===== src/rtl/j1_uart_io.sv =====
// j1 I/O-port UART: TX FIFO feeding an 8N1 serialiser, single-byte RX holding register,
// and the status/data word the core reads back as 'up'.
module j1_uart_io #(
   parameter int CLKS_PER_BIT = 16,
   parameter int TXFIFO_LOG2  = 2
) (
   input  logic        clk,
   input  logic        resetq,
   input  logic        io_wr,
   input  logic [15:0] io_dout,
   output logic [15:0] up,
   output logic        uart_tx,
   input  logic        uart_rx
);

   localparam int DEPTH = 1 << TXFIFO_LOG2;
   localparam int CNT_W = $clog2(CLKS_PER_BIT);
   localparam logic [CNT_W-1:0]       BIT_LAST   = CNT_W'(CLKS_PER_BIT - 1);
   localparam logic [CNT_W-1:0]       HALF_LAST  = CNT_W'(CLKS_PER_BIT / 2 - 1);
   localparam logic [TXFIFO_LOG2:0]   FIFO_DEPTH = (TXFIFO_LOG2 + 1)'(DEPTH);

   typedef enum logic [1:0] {TX_IDLE, TX_START, TX_DATA, TX_STOP} tx_state_t;
   typedef enum logic [1:0] {RX_IDLE, RX_START, RX_DATA, RX_STOP} rx_state_t;

   // ---------------------------------------------------------------- command decode
   logic wr_cmd, rx_ack;
   logic unused_io_bits;

   assign wr_cmd         = io_wr & ~io_dout[8];
   assign rx_ack         = io_wr &  io_dout[8];
   assign unused_io_bits = ^io_dout[15:9];

   // ---------------------------------------------------------------- TX FIFO
   logic [7:0]             fifo_mem [DEPTH];
   logic [TXFIFO_LOG2-1:0] wr_ptr, rd_ptr;
   logic [TXFIFO_LOG2:0]   fifo_count;
   logic                   fifo_empty, tx_full, fifo_push, tx_pop;

   tx_state_t        tx_state;
   logic [CNT_W-1:0] tx_cnt;
   logic [2:0]       tx_bit;
   logic [7:0]       tx_shift;

   assign fifo_empty = (fifo_count == '0);
   assign tx_full    = (fifo_count == FIFO_DEPTH);
   // The serialiser pops either from idle or at the very last stop-bit cycle (no gap).
   assign tx_pop     = !fifo_empty &&
                       (tx_state == TX_IDLE || (tx_state == TX_STOP && tx_cnt == BIT_LAST));
   // A full FIFO still accepts a byte when a pop frees a slot in the same cycle.
   assign fifo_push  = wr_cmd && (!tx_full || tx_pop);

   always_ff @(posedge clk) begin
      if (fifo_push)
         fifo_mem[wr_ptr] <= io_dout[7:0];
   end

   always_ff @(posedge clk or negedge resetq) begin
      if (!resetq) begin
         wr_ptr     <= '0;
         rd_ptr     <= '0;
         fifo_count <= '0;
      end else begin
         if (fifo_push)
            wr_ptr <= wr_ptr + 1'b1;
         if (tx_pop)
            rd_ptr <= rd_ptr + 1'b1;
         case ({fifo_push, tx_pop})
            2'b10:   fifo_count <= fifo_count + 1'b1;
            2'b01:   fifo_count <= fifo_count - 1'b1;
            default: fifo_count <= fifo_count;
         endcase
      end
   end

   // ---------------------------------------------------------------- TX FSM
   always_ff @(posedge clk or negedge resetq) begin
      if (!resetq) begin
         tx_state <= TX_IDLE;
         tx_cnt   <= '0;
         tx_bit   <= '0;
         tx_shift <= '0;
         uart_tx  <= 1'b1;
      end else begin
         case (tx_state)
            TX_IDLE: begin
               if (tx_pop) begin
                  tx_shift <= fifo_mem[rd_ptr];
                  tx_cnt   <= '0;
                  uart_tx  <= 1'b0;
                  tx_state <= TX_START;
               end
            end
            TX_START: begin
               if (tx_cnt == BIT_LAST) begin
                  tx_cnt   <= '0;
                  tx_bit   <= '0;
                  uart_tx  <= tx_shift[0];
                  tx_shift <= {1'b0, tx_shift[7:1]};
                  tx_state <= TX_DATA;
               end else begin
                  tx_cnt <= tx_cnt + 1'b1;
               end
            end
            TX_DATA: begin
               if (tx_cnt == BIT_LAST) begin
                  tx_cnt <= '0;
                  if (tx_bit == 3'd7) begin
                     uart_tx  <= 1'b1;
                     tx_state <= TX_STOP;
                  end else begin
                     tx_bit   <= tx_bit + 1'b1;
                     uart_tx  <= tx_shift[0];
                     tx_shift <= {1'b0, tx_shift[7:1]};
                  end
               end else begin
                  tx_cnt <= tx_cnt + 1'b1;
               end
            end
            TX_STOP: begin
               if (tx_cnt == BIT_LAST) begin
                  tx_cnt <= '0;
                  if (tx_pop) begin
                     tx_shift <= fifo_mem[rd_ptr];
                     uart_tx  <= 1'b0;
                     tx_state <= TX_START;
                  end else begin
                     tx_state <= TX_IDLE;
                  end
               end else begin
                  tx_cnt <= tx_cnt + 1'b1;
               end
            end
            default: tx_state <= TX_IDLE;
         endcase
      end
   end

   // ---------------------------------------------------------------- RX path
   logic             rx_sync1, rx_sync2, rx_prev;
   rx_state_t        rx_state;
   logic [CNT_W-1:0] rx_cnt;
   logic [2:0]       rx_bit;
   logic [7:0]       rx_shift;
   logic             rx_done;
   logic             rx_valid, rx_overrun;
   logic [7:0]       rx_data;

   always_ff @(posedge clk or negedge resetq) begin
      if (!resetq) begin
         rx_sync1 <= 1'b1;
         rx_sync2 <= 1'b1;
         rx_prev  <= 1'b1;
      end else begin
         rx_sync1 <= uart_rx;
         rx_sync2 <= rx_sync1;
         rx_prev  <= rx_sync2;
      end
   end

   always_ff @(posedge clk or negedge resetq) begin
      if (!resetq) begin
         rx_state <= RX_IDLE;
         rx_cnt   <= '0;
         rx_bit   <= '0;
         rx_shift <= '0;
      end else begin
         case (rx_state)
            RX_IDLE: begin
               // Edge-triggered so a line held low after a framing error cannot retrigger.
               if (rx_prev && !rx_sync2) begin
                  rx_cnt   <= '0;
                  rx_state <= RX_START;
               end
            end
            RX_START: begin
               if (rx_cnt == HALF_LAST) begin
                  rx_cnt   <= '0;
                  rx_bit   <= '0;
                  rx_state <= rx_sync2 ? RX_IDLE : RX_DATA;
               end else begin
                  rx_cnt <= rx_cnt + 1'b1;
               end
            end
            RX_DATA: begin
               if (rx_cnt == BIT_LAST) begin
                  rx_cnt   <= '0;
                  rx_shift <= {rx_sync2, rx_shift[7:1]};
                  if (rx_bit == 3'd7)
                     rx_state <= RX_STOP;
                  else
                     rx_bit <= rx_bit + 1'b1;
               end else begin
                  rx_cnt <= rx_cnt + 1'b1;
               end
            end
            RX_STOP: begin
               if (rx_cnt == BIT_LAST) begin
                  rx_cnt   <= '0;
                  rx_state <= RX_IDLE;
               end else begin
                  rx_cnt <= rx_cnt + 1'b1;
               end
            end
            default: rx_state <= RX_IDLE;
         endcase
      end
   end

   assign rx_done = (rx_state == RX_STOP) && (rx_cnt == BIT_LAST) && rx_sync2;

   // A delivery coinciding with an acknowledge behaves as ack-then-deliver.
   always_ff @(posedge clk or negedge resetq) begin
      if (!resetq) begin
         rx_valid   <= 1'b0;
         rx_overrun <= 1'b0;
         rx_data    <= '0;
      end else if (rx_done) begin
         if (!rx_valid || rx_ack) begin
            rx_data    <= rx_shift;
            rx_valid   <= 1'b1;
            rx_overrun <= 1'b0;
         end else begin
            rx_overrun <= 1'b1;
         end
      end else if (rx_ack) begin
         rx_valid   <= 1'b0;
         rx_overrun <= 1'b0;
      end
   end

   // ---------------------------------------------------------------- status word
   logic tx_idle;
   assign tx_idle = fifo_empty && (tx_state == TX_IDLE);
   assign up      = {rx_valid, tx_full, tx_idle, rx_overrun, 4'h0, rx_data};

endmodule

===== config.mk =====
export PLATFORM = sky130hd
export DESIGN_NAME = j1_uart_io
export DESIGN_NICKNAME = d
export VERILOG_FILES = /design/src/rtl/j1_uart_io.sv
export SDC_FILE = /design/constraint.sdc
export NUM_CORES = 1
export LEC_CHECK = 0
export ABC_AREA = 1
export BUFFER_PORTS_ARGS = -buffer_cell sky130_fd_sc_hd__buf_2
export CAP_MARGIN = 20
export CORE_MARGIN = 2
export CORE_UTILIZATION = 25
export CTS_CLUSTER_DIAMETER = 60
export CTS_CLUSTER_SIZE = 8
export DETAILED_ROUTE_END_ITERATION = 8
export PLACE_DENSITY = 0.5
export SETUP_SLACK_MARGIN = 0.4
export SYNTH_ARGS = -nofsm -noshare
export SYNTH_HDL_FRONTEND = slang
export SYNTH_SLANG_ARGS = --single-unit

===== constraint.sdc =====
create_clock -name clk -period 3.3 [get_ports clk]
set_input_delay 0.165 -clock clk [delete_from_list [all_inputs] [get_ports clk]]
set_output_delay 0.165 -clock clk [all_outputs]
set_load 0.03 [all_outputs]

==> results of run 1 <==
-- layer usage --
layer  up-vias  global-route usage [%]  share of wire, %
met5         -                       0                 0
met4         0                    3.80               1.8
met3         8                    2.43               3.7
met2        39                    15.3                46
met1      1275                    11.8                48
li1       1398                       -                 -
-- cells by family after synthesis --
logic type / Yosys count / share of synthesized area [%]
simple gates: 203 / 22.5
flops: 87 / 57.9
buf+inv: 59 / 6.84
compound gates: 42 / 6.31
fa+ha+maj: 15 / 4.83
xor+xnor: 7 / 1.52
other cells: 1 / 0.0927
-- how the worst max path moves through the flow --
| stage | from | endpoint | slack [ns] | cells after the start |
|---|---|---|---|---|
| final | tx_state[0]$_DFFE_PN0P_ | fifo_mem[0][2]$_DFFE_PP_ | 0.99 | 8 |
| after global routing | tx_state[0]$_DFFE_PN0P_ | fifo_mem[1][5]$_DFFE_PP_ | 0.76 | 8 |
| after CTS | tx_state[1]$_DFFE_PN0P_ | fifo_mem[0][5]$_DFFE_PP_ | 0.93 | 8 |
| after detailed placement | tx_state[0]$_DFFE_PN0P_ | fifo_mem[0][7]$_DFFE_PP_ | 0.94 | 8 |
| after global placement | tx_state[1]$_DFFE_PN0P_ | fifo_mem[1][7]$_DFFE_PP_ | 0.95 | 8 |
| after floorplan | tx_state[0]$_DFFE_PN0P_ | fifo_mem[0][0]$_DFFE_PP_ | 1.41 | 8 |
-- synth_stat cells, types with 2 or more instances --
library cell | instances | area share, %
nand2_1 | 127 | 12
dfrtp_1 | 51 | 32
nand3_1 | 40 | 5.0
inv_1 | 36 | 3.3
edfxtp_1 | 32 | 24
nor2_1 | 22 | 2.0
o21ai_0 | 22 | 2.7
ha_1 | 14 | 4.3
buf_4 | 9 | 1.7
a21oi_1 | 7 | 0.87
xor2_1 | 6 | 1.3
buf_2 | 5 | 0.62
o21ai_2 | 5 | 1.1
dfstp_2 | 4 | 2.6
inv_2 | 4 | 0.37
clkinv_1 | 3 | 0.28
nand2_2 | 3 | 0.46
buf_6 | 2 | 0.56
nand4_1 | 2 | 0.31
nor2_4 | 2 | 0.56
o31ai_1 | 2 | 0.37
-- registers in the layout, summed over array words and instances (netlist names), named ones only --
| name | flops |
|---|---|
| rx_state | 1 |
| rx_sync1 | 1 |
| rx_shift | 8 |
| tx_bit | 3 |
| rx_valid | 1 |
| tx_shift | 8 |
| tx_cnt | 4 |
| wr_ptr | 2 |
| tx_state | 2 |
| fifo_count | 3 |
| rd_ptr | 2 |
| rx_overrun | 1 |
| rx_prev | 1 |
| rx_cnt | 4 |
| rx_data | 8 |
| rx_bit | 3 |
| fifo_mem | 32 |
| rx_sync2 | 1 |
| uart_tx | 1 |
-- power groups by stage --
stage / clock (mW) / combinational, mW / sequential [mW]
6_report: 0.968 / 0.382 / 1.31
5_1_grt: 1.05 / 0.453 / 1.33
4_1_cts: 0.996 / 0.389 / 1.31
3_5_place_dp: 0 / 0.388 / 1.33
3_3_place_gp: 0 / 0.379 / 1.33
2_1_floorplan: 0 / 0.317 / 1.30
-- worst reg2reg max path: cells and delay by family (launching register included) --
kind | cells | cell delay, ns
adders and majority gates | 1 | 0.19
and+or+nand+nor | 5 | 1.15
DFF | 1 | 0.42
buffers and inverters | 2 | 0.19
-- layout by cell type (no fill, tap or decap), types with 4 or more instances in the layout --
| cell | instances |
|---|---|
| a21oi_1 | 7 |
| buf_2 | 25 |
| clkbuf_16 | 9 |
| conb_1 | 4 |
| dfrtp_1 | 51 |
| dfstp_2 | 4 |
| edfxtp_1 | 32 |
| ha_1 | 14 |
| inv_1 | 36 |
| inv_2 | 4 |
| inv_6 | 4 |
| nand2_1 | 127 |
| nand3_1 | 40 |
| nor2_1 | 22 |
| o21ai_0 | 22 |
| o21ai_2 | 5 |
| xor2_1 | 6 |
-- cell type report --
cell class | count | area (µm²) | area share (%)
tap | 216 | 270 | 5.77
antenna | 1 | 2.50 | 0.0534
multi-input combinational | 271 | 1440 | 30.7
sequential | 87 | 2340 | 50.0
timing repair buffer | 31 | 188 | 4.01
clock inverter | 7 | 58.8 | 1.26
inverter | 43 | 161 | 3.45
clock buffer | 9 | 225 | 4.81
-- through the flow --
| step | utilization, % | hold WS [ns] |
|---|---|---|
| final | 29.6 | 0.0344 |
| after global routing | 29.6 | 0.0212 |
| after CTS | 29.4 | 0.0273 |
| after detailed placement | 27.5 | 0.273 |
| after global placement | 27.5 | 0.274 |
| after floorplan | - | -0.131 |
==> summary.txt, run 1 <==
Critical path
  – Req. time, crit path: 3.27 ns
  – CP endpoint kind: flop
  – Max stage delay on crit path: 0.61 ns
  – Reg2Reg Capture Point: fifo_mem[0][2]$_DFFE_PP_
  – CP top delay family: simple AND/OR/NAND/NOR gates
  – RR Startpoint: tx_state[0]$_DFFE_PN0P_
  – WP buf/inv: 2
  – Cell chain of the critical path: inv_1 -> ha_1 -> inv_1 -> nand2_1 -> nand3_4 -> nand2_1 -> nand2_2 -> nor2_1
  – Worst setup SP type: flop
  – Reg2reg setup slack: 0.99 ns
  – CP Class: reg -> reg
  – WP data arrival: 2.28 ns
  – R2R depth: 8
  – Crit-path max FO: 8
  – Slowest-stage cell, CP: nor2_1

Power
  – Sw power: 0.774 mW
  – Comb power frac: 14.4%
  – Static Leak: 2.18 nW
  – Total Power: 2.66 mW
  – Clk pwr share: 36.4%
  – Pwr dens: 568 mW/mm²
  – Internal: 1.89 mW
  – Seq pwr share: 49.2%
  – Peak VDD IR: 0.000232 V
  – Net switching fraction of the power: 29.1%

Timing
  – Fin. Hold Viols: 0
  – Max-Slew Margin vs Limit: 48.0%
  – Setup Viol. Count Final: 0
  – Setup TNS: 0 ns
  – Period utilisation layout: 70.1%
  – Final Slew Violations: 0
  – Worst-margin pin slew: 0.777 ns
  – RSZ-0062 raised after global routing: no
  – Fin worst setup slack: 0.986 ns
  – Post-layout min period: 2.31 ns
  – F_max: 432 MHz
  – Worst Skew: 0.00708 ns

Global routing
  – Initial antenna violation count: 1
  – Largest net degree at the start of global routing: 48
  – First-pass GRT wire length: 13.0 mm
  – Gr ovfl total: 0
  – Number of global-route vias before repair: 2663
  – Total track usage: 9.36%

CTS
  – Clk Tree Root Cell: clkbuf_16
  – Clk_lat worst skew: 0.34 ns
  – CTS tree: yes
  – CTS buffer count: 9
  – # hold bufs at CTS: 1
  – Cts repair resizes: 0
  – CTS max path bufs: 2
  – CTS clk-pin slew, worst paths: 0.07 ns
  – H-tree levels: 3
  – Setup Buffers After CTS: 0
  – Clock sinks: 87

Routing
  – Via density: 4.09
  – Vias: 2720
  – Pre-Repair DR Iteration Count: 4
  – WL/cell: 11.4 µm
  – DRC: 0
  – WL final: 7.57 mm
  – Routed Antenna Nets: 0
  – Initial DRC Count: 183

Placement
  – Pre-CTS setup slack: 0.938 ns
  – Post-place instance area: 0.00436 mm²
  – Placed Cells: 645
  – Placer's final routability congestion estimate: 0.778
  – I/O Buffers: 25
  – Detailed-placement wirelength estimate: 5.28 mm

Layout
  – Fill cells: 1672
  – Post-route insts no fill: 665
  – Layout area overhead: 15.8%
  – Final std cell area, no fill: 0.00468 mm²
  – Layout cell share with drive strength beyond 1: 15.8%
  – Nets: 478

Synth
  – Post-synthesis async set-or-reset flop share: 63.2%
  – Register bit total from synthesis: 87
  – Yosys cell types: 37
  – Ys Warns: 0
  – Mapped Avg Cell Area: 9.77 µm²
  – Synthesized area: 0.00404 mm²
  – Syn Inst Count: 414
  – Post-synth EDFFs: 32
  – Dominant synthesized flop cell: dfrtp_1
  – Register area share after synthesis: 57.9%

Floorplanning
  – Initial Util: 25.5%
  – IO Pins: 37
  – Die Ht: 131 µm
  – Num rows: 46
  – Die area: 0.0172 mm²
  – Core box area: 0.0158 mm²
  – Die X: 131 µm

Min path
  – Hold EP: fifo_mem[3][7]$_DFFE_PP_
  – Worst hold path type: in -> reg
  – Hold_sp: io_dout[7]
  – Worst Hold Depth: 1

Flow run
  – MaxCap Viol Count: 0

Outcome
  – Outcome: finished clean
Note: power is estimated with default switching activity, not from simulation.
==> inputs of run 2 (changes only) <==
--- a/config.mk
+++ b/config.mk
@@ -13,7 +13,7 @@
 export CTS_CLUSTER_DIAMETER = 60
 export CTS_CLUSTER_SIZE = 8
 export DETAILED_ROUTE_END_ITERATION = 8
-export PLACE_DENSITY = 0.5
+export PLACE_DENSITY = 0.52
 export SETUP_SLACK_MARGIN = 0.4
 export SYNTH_ARGS = -nofsm -noshare
 export SYNTH_HDL_FRONTEND = slang
==> constraint.sdc (replaced) <==
create_clock -name clk -period 1.9 [get_ports clk]
set_input_delay 0.095 -clock clk [delete_from_list [all_inputs] [get_ports clk]]
set_output_delay 0.095 -clock clk [all_outputs]
set_load 0.03 [all_outputs]
==> run 2 against run 1 <==
Compared with the run above:
- non-clock buffer count is 51 higher
- core utilization is 5.7 points higher
- critical path type unchanged
- sequential power is 75% higher
- design area is 19% higher
- largest cell class unchanged
- routed wire length is 15% higher
- register-to-register slack worse by 0.88 ns
- global-route usage is 0.63 points higher
- sequential share of layout area is 7.9 points lower
- critical endpoint is now fifo_count[1]$_DFFE_PN0P_
==> summary.txt, run 2 (synthesis results as in run 1) <==
Layout
  – Final std cell area, no fill: 0.00558 mm² (+19%)
  – Layout area overhead: 38.0%
  – Layout cell share with drive strength beyond 1: 34.6% (+19 points)
  – Max reg flops: 32 (unchanged)
  – Most common cell after layout, fill and taps aside: nand2_1
  – Register with the most flip-flops: fifo_mem
  – Nets: 530 (+11%)
  – Most frequent cells in the layout: nand2_1 (111), dfrtp_1 (47), nand3_1 (35), edfxtp_1 (32), inv_1 (29)
  – Ant diodes: 0 (-1)

Power
  – Total Power: 5.13 mW (+93%)
  – Static Leak: 2.49 nW (+14%)
  – Seq pwr share: 44.6% (-4.6 points)
  – Peak VDD IR: 0.000702 V (+200%)
  – Pwr dens: 920 mW/mm² (+62%)
  – Clk pwr share: 37.0% (+0.6 points)
  – Net switching fraction of the power: 27.9% (-1.2 points)
  – Internal: 3.70 mW (+96%)
  – Comb power frac: 18.4% (+4.0 points)
  – Sw power: 1.43 mW (+85%)

Timing
  – Worst-margin pin slew: 0.664 ns (-0.113 ns)
  – Fin. Hold Viols: 0 (unchanged)
  – Fin worst setup slack: 0.107 ns (-0.879 ns)
  – Setup TNS: 0 ns (unchanged)
  – Setup Viol. Count Final: 0 (unchanged)
  – Final Slew Violations: 0 (unchanged)
  – Period utilisation layout: 94.4% (+24 points)
  – Max-Slew Margin vs Limit: 55.7% (+7.7 points)
  – RSZ-0062 raised after global routing: yes
  – Post-layout min period: 1.79 ns (-0.521 ns)
  – Worst Skew: 0.0108 ns (+0.00372 ns)
  – F_max: 558 MHz (+29%)

Critical path
  – Crit-path max FO: 4 (-4)
  – Cell chain of the critical path: inv_2 -> ha_4 -> inv_4 -> nand2_4 -> nand4_1 -> fa_2 -> inv_1 -> nand2_1 -> o21ai_1
  – WP data arrival: 2.03 ns (-0.25 ns)
  – CP Class: reg -> reg
  – Slowest-stage cell, CP: fa_2
  – Max stage delay on crit path: 0.56 ns (-0.05 ns)
  – WP buf/inv: 3 (+1)
  – CP endpoint kind: flop
  – CP top delay family: adder cells
  – Worst setup SP type: flop
  – Req. time, crit path: 2.14 ns (-1.13 ns)

Min path
  – Worst hold path type: in -> reg

Floorplanning
  – Die Ht: 131 µm (unchanged)
  – Die area: 0.0172 mm² (unchanged)
  – Num rows: 46 (unchanged)
  – IO Pins: 37 (unchanged)
  – Die X: 131 µm (unchanged)
  – Core box area: 0.0158 mm² (unchanged)
  – Initial Util: 25.5% (unchanged)

CTS
  – Clk_lat worst skew: 0.35 ns (about the same)
  – CTS buffer count: 9 (unchanged)
  – Clock sinks: 87 (unchanged)
  – H-tree levels: 3 (unchanged)
  – CTS clk-pin slew, worst paths: 0.07 ns (about the same)
  – CTS max path bufs: 2 (unchanged)
  – Clk Tree Root Cell: clkbuf_16
  – CTS tree: yes

Placement
  – I/O Buffers: 25 (unchanged)
  – Placer's final routability congestion estimate: 0.734 (-5.7%)
  – Detailed-placement wirelength estimate: 5.52 mm (+4.5%)
  – Pre-CTS setup slack: 0.0330 ns (-0.905 ns)
  – Post-place instance area: 0.00446 mm² (+2.4%)

Routing
  – Routed Antenna Nets: 0 (unchanged)
  – Initial DRC Count: 114 (-38%)
  – Pre-Repair DR Iteration Count: 4 (unchanged)
  – DRC: 0 (unchanged)
  – WL/cell: 12.2 µm (+7.0%)
  – Via density: 4.21 (+3.0%)
  – WL final: 8.72 mm (+15%)
  – Vias: 3016 (+11%)

Global routing
  – Grt met1 use: 11.6% (-0.16 points)
  – First-pass GRT wire length: 13.8 mm (+5.9%)
  – Met3 usage: 2.55% (+0.12 points)
  – Total track usage: 9.99% (+0.63 points)
  – Initial antenna violation count: 0 (-1)
  – Gr ovfl total: 0 (unchanged)
  – Largest net degree at the start of global routing: 27 (-44%)
  – GR peak layer: met2
  – Number of global-route vias before repair: 2879 (+8.1%)
  – Grt met2 use: 17.5% (+2.2 points)

Outcome
  – Outcome: finished clean

Flow run
  – MaxCap Viol Count: 0 (unchanged)
## run 2: cell type report
| cell class | instances | area, µm² |
|---|---|---|
| sequential | 87 | 2350 |
| clock buffer | 13 | 250 |
| multi-input combinational | 272 | 1760 |
| tap | 216 | 270 |
| inverter | 43 | 183 |
| fill | 1557 | 10200 |
| clock inverter | 3 | 68.8 |
| timing repair buffer | 82 | 702 |
## run 2: final timing paths
check / cells after the start / slack (ns) / start / to
setup / recovery: 9 / 0.11 / tx_state[1]$_DFFE_PN0P_ / fifo_count[1]$_DFFE_PN0P_
hold / removal: 4 / 0.14 / io_wr / rx_overrun$_DFFE_PN0P_
setup reg to reg: 9 / 0.11 / tx_state[1]$_DFFE_PN0P_ / fifo_count[1]$_DFFE_PN0P_
hold reg to reg: 0 / 0.36 / rx_sync1$_DFF_PN1_ / rx_sync2$_DFF_PN1_
max in group asynchronous: 3 / 0.98 / resetq / tx_state[1]$_DFFE_PN0P_
min in group asynchronous: 2 / 0.30 / resetq / wr_ptr[1]$_DFFE_PN0P_
## run 2: per-layer routing
| layer | vias up | wire length [µm] |
|---|---|---|
| met1 | 1448 | 3770 |
| met5 | - | 0 |
| li1 | 1502 | - |
| met4 | 0 | 283 |
| met2 | 45 | 4400 |
| met3 | 21 | 262 |
## run 2: per-stage QoR
step | util [%] | instances | hold slack [ns]
4_1_cts | 32.5 | 693 | 0.127
6_report | 35.3 | 716 | 0.137
3_3_place_gp | 28.2 | 649 | 0.166
5_1_grt | 35.3 | 716 | 0.164
2_1_floorplan | - | 417 | -0.201
3_5_place_dp | 28.2 | 649 | 0.174
## run 2: worst min-delay path: cells and delay by family
| kind | cells | cell delay [ns] |
|---|---|---|
| compound gates | 1 | 0.09 |
| simple gates | 1 | 0.11 |
| buf+inv | 2 | 0.15 |
## run 2: power by group through the flow
stage	clock, mW	sequential [mW]	combinational (mW)
3_3_place_gp	0	2.31	0.705
2_1_floorplan	0	2.25	0.595
6_report	1.90	2.29	0.947
3_5_place_dp	0	2.31	0.724
5_1_grt	2.03	2.31	1.08
4_1_cts	1.94	2.29	0.824
## run 2: repair_timing
action	4_1_cts	5_1_grt
hold endpoints to repair	53	0
setup endpoints to repair	58	75
cloned	1	3
resized for setup	23	81
pin swaps	11	25
hold buffers	10	0
buffers inserted	17	20
